## src/rtl/wb_ip_dispatch.sv

```systemverilog
// Wishbone dispatcher: decodes the bridge address into one-hot slave selects, sequences one transfer at a time,
// muxes read data back, and flags decode errors. Optional slave-ack timeout is enabled by WB_DISPATCH_TIMEOUT_EN.
`timescale 1ns/1ps
module wb_ip_dispatch #(
  parameter int NUM_SLV  = 4,
  parameter int SEL_LSB  = 10,
  parameter int SEL_BITS = 3,
  parameter int TMO_CYC  = 255
) (
  input  logic                   WB_CLK,
  input  logic                   WB_RST_n,
  input  logic [16:0]            WBs_ADR,
  input  logic                   WBs_CYC,
  input  logic                   WBs_STB,
  input  logic                   WBs_WE,
  input  logic [3:0]             WBs_BYTE_STB,
  input  logic [31:0]            WBs_WR_DAT,
  output logic [31:0]            WBs_RD_DAT,
  output logic                   WBs_ACK,
  output logic [NUM_SLV-1:0]     slv_cyc_o,
  input  logic [NUM_SLV-1:0]     slv_ack_i,
  input  logic [32*NUM_SLV-1:0]  slv_rd_dat_i,
  output logic                   err_flag_o,
  output logic [16:0]            err_addr_o,
  input  logic                   err_clr_i
);

  typedef enum logic [1:0] {IDLE, ACTIVE, DONE} state_t;

  state_t                state, state_nxt;
  logic                  skip_q;
  logic [SEL_BITS-1:0]   idx;
  logic                  mapped;
  logic                  sel_ack;
  logic [31:0]           sel_dat;
  logic [NUM_SLV-1:0]    cyc_nxt;
  logic [31:0]           rd_nxt;
  logic                  err_set;
  logic [16:0]           err_adr;
  logic                  timeout;

  // Write-side bus signals go straight from the bridge to the slaves; the dispatcher never looks at them.
  logic unused_bus;
  assign unused_bus = &{1'b0, WBs_WE, WBs_BYTE_STB, WBs_WR_DAT};

  assign idx     = WBs_ADR[SEL_LSB +: SEL_BITS];
  assign mapped  = int'(idx) < NUM_SLV;
  assign WBs_ACK = (state == DONE);

`ifdef WB_DISPATCH_TIMEOUT_EN
  localparam logic [7:0] TMO = 8'(TMO_CYC);
  logic [7:0]  cnt_q;
  logic [16:0] adr_q;

  always_ff @(posedge WB_CLK or negedge WB_RST_n) begin
    if (!WB_RST_n) begin
      cnt_q <= '0;
      adr_q <= '0;
    end else if (state == IDLE) begin
      cnt_q <= '0;
      adr_q <= WBs_ADR;
    end else if (state == ACTIVE && cnt_q != 8'hFF) begin
      cnt_q <= cnt_q + 8'd1;
    end
  end

  assign timeout = (cnt_q == TMO);
`else
  assign timeout = 1'b0;
`endif

  // slv_cyc_o is one-hot, so masking with it selects the active slave without an index decode.
  always_comb begin
    sel_ack = |(slv_ack_i & slv_cyc_o);
    sel_dat = '0;
    for (int k = 0; k < NUM_SLV; k++) begin
      if (slv_cyc_o[k]) sel_dat = slv_rd_dat_i[32*k +: 32];
    end
  end

  // NOTE: every signal gets a default before the case so no path leaves one unassigned (no latches).
  always_comb begin
    state_nxt = state;
    cyc_nxt   = slv_cyc_o;
    rd_nxt    = WBs_RD_DAT;
    err_set   = 1'b0;
    err_adr   = WBs_ADR;
    unique case (state)
      IDLE: begin
        if (WBs_CYC && WBs_STB && !skip_q) begin
          if (mapped) begin
            for (int k = 0; k < NUM_SLV; k++) cyc_nxt[k] = (int'(idx) == k);
            state_nxt = ACTIVE;
          end else begin
            rd_nxt    = 32'hBAD0_0000 | {15'b0, WBs_ADR};
            err_set   = 1'b1;
            state_nxt = DONE;
          end
        end
      end
      ACTIVE: begin
        if (!WBs_CYC) begin
          cyc_nxt   = '0;
          state_nxt = IDLE;
        end else if (sel_ack) begin
          rd_nxt    = sel_dat;
          cyc_nxt   = '0;
          state_nxt = DONE;
        end else if (timeout) begin
          rd_nxt    = 32'hDEAD_DEAD;
          cyc_nxt   = '0;
          err_set   = 1'b1;
`ifdef WB_DISPATCH_TIMEOUT_EN
          err_adr   = adr_q;
`endif
          state_nxt = DONE;
        end
      end
      DONE:    state_nxt = IDLE;
      default: state_nxt = IDLE;
    endcase
  end

  // NOTE: sequential state uses non-blocking assignments with an asynchronous active-low reset.
  always_ff @(posedge WB_CLK or negedge WB_RST_n) begin
    if (!WB_RST_n) state <= IDLE;
    else           state <= state_nxt;
  end

  always_ff @(posedge WB_CLK or negedge WB_RST_n) begin
    if (!WB_RST_n) begin
      slv_cyc_o  <= '0;
      WBs_RD_DAT <= '0;
      skip_q     <= 1'b0;
      err_flag_o <= 1'b0;
      err_addr_o <= '0;
    end else begin
      slv_cyc_o  <= cyc_nxt;
      WBs_RD_DAT <= rd_nxt;
      // The bridge may still show STB for one cycle after ACK; that cycle must not start a new transfer.
      skip_q     <= (state == DONE);
      if (err_set) begin
        err_flag_o <= 1'b1;
        if (!err_flag_o || err_clr_i) err_addr_o <= err_adr;
      end else if (err_clr_i) begin
        err_flag_o <= 1'b0;
        err_addr_o <= '0;
      end
    end
  end

endmodule

```

## config.mk

```make
export PLATFORM = sky130hd
export DESIGN_NAME = wb_ip_dispatch
export DESIGN_NICKNAME = d
export VERILOG_FILES = /design/src/rtl/wb_ip_dispatch.sv
export SDC_FILE = /design/constraint.sdc
export NUM_CORES = 1
export LEC_CHECK = 0
export ABC_AREA = 1
export CORE_MARGIN = 2
export CORE_UTILIZATION = 45
export DETAILED_ROUTE_END_ITERATION = 8
export DONT_BUFFER_PORTS = 1
export SLEW_MARGIN = 20
export SYNTH_ARGS = -nofsm -noshare
export SYNTH_HDL_FRONTEND = slang
export SYNTH_SLANG_ARGS = --single-unit
```

## constraint.sdc

```tcl
create_clock -name WB_CLK -period 1.6 [get_ports WB_CLK]
set_input_delay 0.08 -clock WB_CLK [delete_from_list [all_inputs] [get_ports WB_CLK]]
set_output_delay 0.08 -clock WB_CLK [all_outputs]
set_load 0.01 [all_outputs]
```

==> results.md, run 1 <==
* WL/cell at 17.6 µm
* Port Buf Inserts at 0
* Worst slew margin at 67.3%
* Routed Antenna Nets at 0
* GP Congestion at 0.836
* Die extent in y at around 95 µm
* Fin. Hold Viols at 0
* Number of global-route vias before repair at around 3700
* Maximum vdd drop at 0.811 mV
* Reg clk slew, reported paths at 0.07 ns
* Final slew viol count at 0
* Clk_lat worst skew at 0.33 ns
* # fillers at between 800 and 900
* Max Fclk at about 700 MHz
* EDFF count, synth at 0
* Final nets at 785
* M1 GR Usage at 34.2%
* Area of the multi-input gates at 2000 µm²
* Setup tns final at 0 ns
* Crit Path Category: flop to flop
* # Max-Cap Violations at 0
* Worst-Margin Slew at 0.489 ns
* Seq. cell area at 1430 µm²
* Synthesized area per cell at 6.47 µm²
* GR peak layer: met2
* Hpwl dp at 9170 µm
* Most frequent cells in the layout: nand2_1 (257), nand3_1 (65), dfrtp_1 (57)
* Crit-path max FO at 8
* Num CTS Buffers at 9
* Outcome: complete, no violations
* Netlist cell types at 26
* Leakage at 2.29 nW
* Type of origin of the critical path: flop
* Clk buf depth at 2
* CTS tree: yes
* DRT iter0 DRCs at 257
* Largest net degree at the start of global routing at 58
* Row count at 33
* Main synth FF type: dfrtp_1
* Overall Global Routing Usage at between 20 and 30%
* Core Footprint at 8090 µm²
* First-pass GRT wire length at 18700 µm
* Tmin final at 1.43 ns
* Clock root buffer: clkbuf_8
* Max H-tree Level at 3
* M2 GR Usage at a little under half
* DRC Markers at 0
* FFs w/ async S/R, synth at 100%
* Area Overhead vs Synth at 16.4%
* Req. time, crit path at between 1.5 and 2 ns
* Clock Sinks at between 50 and 60
* Crit. End Element: flop
* Final period util at between 80% and 90%
* Post-Syn Area at 3690 µm²
* Mapped Nets at 761
* Grt total ovfl at 0
* Antenna fix cells at 0
* Post-Route WL at 12400 µm
* Seq cells post-synth at 57
* Ys Warns at 0
* Reg2reg setup slack at 0.17 ns
* I/O Pins at between 200 and 250
* Power Total at between 7 and 8 mW
* Post-DR vias/cell at 5.50
* First-pass iteration count of the detailed router at 4
* Grt met3 use at under 10%
* Syn Inst Count at 570
* Die width at between 90 and 100 µm
* Register area share after synthesis at 38.7%
* Initial Util at between 40 and 50%
* Final setup fails at 0
* RSZ-0062 raised after global routing: false
* CP Data Arrival Time at 1.70 ns
* Worst-case clock skew at 0.00896 ns
* Initial antenna violation count at 0
* Most common cell after layout, fill and taps aside: nand2_1
* Fraction of final layout cells sized beyond drive strength 1 at under 10%
* Hold Path Class: input port to flop
* Total Die Area at 8940 µm²
* Total number of vias at 3868
* P per Cell Area at roughly 1700 nW/µm²
-- per-stage QoR --
step	hold WS, ns	util (%)	worst slack (ns)	instance area (µm²)	cells
2_1_floorplan	-0.216	-	0.270	3690	570
3_5_place_dp	-0.214	46.8	0.0717	3790	659
6_report	0.0260	53.1	0.172	4300	703
5_1_grt	0.0418	53.1	0.0338	4300	703
3_3_place_gp	-0.213	46.8	0.123	3790	659
4_1_cts	0.0161	52.9	0.0723	4280	702
-- worst max-delay path, stage by stage, from the launching register on --
cell and delay (ns):
dfrtp_1 0.41, inv_1 0.12, nand3_1 0.13, nor2_1 0.43, nand3_1 0.18, nand2_1 0.10
-- state kept, by name, indices dropped and copies added, names as in the netlist --
register	flops
err_flag_o	1
state	2
err_addr_o	17
slv_cyc_o	4
WBs_RD_DAT	32
skip_q	1
-- power by group --
part           internal (mW)  total [mW]  switching, mW
Clock                  0.791        1.34          0.551
Sequential              1.88        2.42          0.537
Combinational           1.28        3.73           2.45
Total                   3.95        7.49           3.54
-- cell usage after synthesis, types with 2 or more instances --
cell	count	area share, %
a21o_1	8	1.6
a21oi_1	41	5.6
buf_2	23	3.1
buf_6	6	1.8
clkbuf_1	6	0.61
dfrtp_1	57	39
inv_1	10	1.0
nand2_1	257	26
nand2_2	3	0.51
nand3_1	65	8.8
nand4_1	4	0.68
nor2_1	48	4.9
nor2_2	2	0.34
o21ai_0	24	3.3
o21ai_1	5	0.68
-- metal layers --
layer  wire length (µm)  part of all wire (%)  vias up
met5                  0                     0        -
met4                289                   2.3        0
met3               1310                    11       26
met2               5700                    46      197
met1               5070                    41     1771
li1                   -                     -     1874
-- final cells by class --
type / instances / share of cell area (%)
Sequential cell: 57 / 33.2
Multi-Input combinational cell: 463 / 46.5
Clock buffer: 12 / 3.61
Tap cell: 105 / 3.06
Timing Repair Buffer: 50 / 11.4
Clock inverter: 3 / 0.932
Inverter: 13 / 1.37
-- cells by family after synthesis --
family                 Yosys count  synth area share [%]
AND/OR/NAND/NOR                385                  43.0
buffers and inverters           50                  7.26
flip-flops                      57                  38.7
AO/OA/AOI/OAI                   78                  11.1
-- final timing paths --
check / startpoint / endpoint / depth (start not counted)
worst max-delay path: state[1] / WBs_RD_DAT[19] / 5
worst min-delay path: slv_rd_dat_i[90] / WBs_RD_DAT[26] / 4
worst max register to register: state[1] / WBs_RD_DAT[19] / 5
worst min register to register: WBs_RD_DAT[9] / WBs_RD_DAT[9] / 2
max in group asynchronous: WB_RST_n / WBs_RD_DAT[21] / 2
min in group asynchronous: WB_RST_n / WBs_RD_DAT[4] / 2
-- what timing repair did --
item | CTS | global route
endpoints found under the hold margin | 102 | 0
setup buffers | 0 | 1
hold buffers | 28 | 0
gates resized for setup | 0 | 4
endpoints found under the setup margin | 0 | 25
Power figures use the tool's default switching activity.
==> run 2, diff against run 1 <==
--- a/config.mk
+++ b/config.mk
@@ -6,10 +6,11 @@
 export NUM_CORES = 1
 export LEC_CHECK = 0
 export ABC_AREA = 1
-export CORE_MARGIN = 2
-export CORE_UTILIZATION = 45
+export CORE_AREA = 2 2 94 96
 export DETAILED_ROUTE_END_ITERATION = 8
+export DIE_AREA = 0 0 96 98
 export DONT_BUFFER_PORTS = 1
+export RECOVER_POWER = 25
 export SLEW_MARGIN = 20
 export SYNTH_ARGS = -nofsm -noshare
 export SYNTH_HDL_FRONTEND = slang
==> run 2 against run 1 <==
Effect of this change:
- count of clock-buffer cells in the layout down 1
- design area about the same
- non-clock buffer count up 3
- critical path depth up 2
- wire length grew 0.84%
- via count decreased by 1.2%
- worst setup slack worse by 0.025 ns
- final cell count is 1.0% higher
- clock skew is 0.0037 ns higher
- sequential power hardly changed
- register-to-register slack lost 0.03 ns
- critical path type unchanged
==> results.md, run 2 (synthesized netlist as in run 1, its figures left out) <==
* Fraction of final layout cells sized beyond drive strength 1 at ~8.6%
* Crit. End Element: flop
* First-pass iteration count of the detailed router at 5
* Total Die Area at 9410 µm²
* WL/cell at 17.6 µm
* Setup tns final at 0 ns
* Grt total ovfl at 0
* Worst-case clock skew at between 0.01 and 0.015 ns
* Reg power frac at 32.3%
* Area Overhead vs Synth at 16.3%
* Hold Crit Start: slv_rd_dat_i[94]
* Biggest regs: WBs_RD_DAT x32, err_addr_o x17, slv_cyc_o x4
* Hold EP: WBs_RD_DAT[30]
* Type of origin of the critical path: flop
* Crit-path max FO at 8
* I/O Pins at roughly 250
* Largest net degree at the start of global routing at 58
* Core Footprint at 8470 µm²
* Worst Hold Slack at 0.0244 ns
* Clock root buffer: clkbuf_8
* Overall Global Routing Usage at a little over a quarter
* CP max stage cell: dfrtp_1
* RSZ-0062 raised after global routing: false
* Reg2reg path depth at 7
* Worst slew margin at 46.8%
* P per Cell Area at 1740 nW/µm²
* Largest register FFs at 32
* Initial antenna violation count at 0
* NetSw at approximately 3.6 mW
* Clock network power share at 17.6%
* Reg2reg setup slack at approximately 0.15 ns
* Final slew viol count at 0
* Internal power at approximately 4 mW
* Req. time, crit path at 1.82 ns
* GP Congestion at between 0.8 and 0.9
* Num CTS Buffers at 9
* Leakage at 2.29 nW
* Antenna fix cells at 0
* Fin. Hold Viols at 0
* Biggest register: WBs_RD_DAT
* Dpl cell area at 3810 µm²
* Row count at 34
* Crit Path Category: flop to flop
* Routed Antenna Nets at 0
* Most common cell after layout, fill and taps aside: nand2_1
* Worst-Margin Slew at 0.797 ns
* Reg-to-Reg End: WBs_RD_DAT[26]
* Comb pwr share at 50.1%
* Post-DR vias/cell at 5.38
* Clk buf depth at 2
* Total number of vias at 3822
* Number of global-route vias before repair at 3657
* Hold Path Class: input port to flop
* Most frequent cells in the layout: nand2_1 (257), nand3_1 (65), dfrtp_1 (57)
* Final nets at 788
* Top Family by Delay on Critical Path: simple AND/OR/NAND/NOR gates
* Sw Ratio at a little under half
* Fin area at 4290 µm²
* Initial Util at 43.6%
* DRC Markers at 0
* Final period util at between 90 and 100%
* DRT iter0 DRCs at 232
* Levels on crit path at 7
* Max H-tree Level at 3
* Maximum vdd drop at 0.741 mV
* Cell mode on critical path: nand2_1
* Hpwl dp at 9320 µm
* Reg clk slew, reported paths at 0.07 ns
* Clk_lat worst skew at 0.34 ns
* Port Buf Inserts at 0
* Max Fclk at 688 MHz
* First-pass GRT wire length at between 15000 and 20000 µm
* Outcome: complete, no violations
* # Max-Cap Violations at 0
* # fillers at 867
* Final setup fails at 0
* Clock Sinks at 57
* Die width at 96 µm
* Die extent in y at 98 µm
* Worst path cell trace: nor2_2, nand2_2, nand2_1, nand3_4, buf_4, nand2_1, nand2_1
* Post-Route WL at 12500 µm
* CP peak stage delay at 0.43 ns
* Reg2Reg Launch Point: state[0]
* CP Data Arrival Time at 1.68 ns
* CTS tree: yes
* Tmin final at 1.45 ns
* Worst path bufs/invs at 1
* WHS Path Cells at 4
## run 2: changes by cell type in the layout (fill, tap and decap cells not counted), sizes merged
cell,delta
clkinv,+1
clkinvlp,+1
buf,+2
## run 2: power groups by stage
| stage | Sequential [mW] | Clock, mW | Combinational, mW |
|---|---|---|---|
| final | 2.41 | 1.31 | 3.74 |
| after global routing | 2.47 | 1.41 | 4.26 |
| after CTS | 2.42 | 1.34 | 3.72 |
| after detailed placement | 2.44 | 0 | 3.60 |
| after global placement | 2.44 | 0 | 3.50 |
| after floorplan | 2.33 | 0 | 2.69 |
## run 2: layer usage
metal,share of wire [%],routed length [µm],vias up,GRT usage (%)
li1,-,-,1884,-
met1,43,5300,1757,34.3
met2,48,6000,168,43.7
met3,8.3,1030,13,8.72
met4,1.1,140,0,5.93
met5,0,0,-,0
## run 2: area by class of cell
class,count,area [µm²],share of cell area (%)
sequential,57,1430,33.2
multi-input combinational,463,2000,46.6
tap,108,135,3.15
clock buffer,11,131,3.06
timing repair buffer,53,490,11.4
inverter,13,53.8,1.25
clock inverter,5,56.3,1.31
## run 2: repair_timing
item,CTS,global route
resized for setup,1,1
endpoints found under the hold margin,102,0
setup endpoints to repair,8,32
setup buffers,0,2
pin swaps,0,1
hold buffers,28,0
## run 2: stage by stage
step                      total power [mW]  util (%)  setup WS [ns]  instances
after CTS                             7.48      50.7         0.0395        708
after detailed placement              6.04      45.0        0.00255        664
final                                 7.46      50.7          0.147        710
after floorplan                       5.02         -          0.270        570
after global placement                5.94      45.0         0.0639        664
after global routing                  8.14      50.7        0.00196        710
## run 2: worst max path at each step
stage,start,end,slack (ns)
2_1_floorplan,slv_cyc_o[0],WBs_RD_DAT[11],0.27
3_3_place_gp,state[0],WBs_RD_DAT[22],0.06
3_5_place_dp,state[0],WBs_RD_DAT[31],0.003
4_1_cts,state[0],WBs_RD_DAT[1],0.04
5_1_grt,state[0],WBs_RD_DAT[1],0.002
6_report,state[0],WBs_RD_DAT[26],0.15
## run 2: tightest hold or removal path, cell delays in order
cell and delay, ns:
o21ai_0 0.06, nand2_1 0.06, nand3_1 0.06, nand2_1 0.06
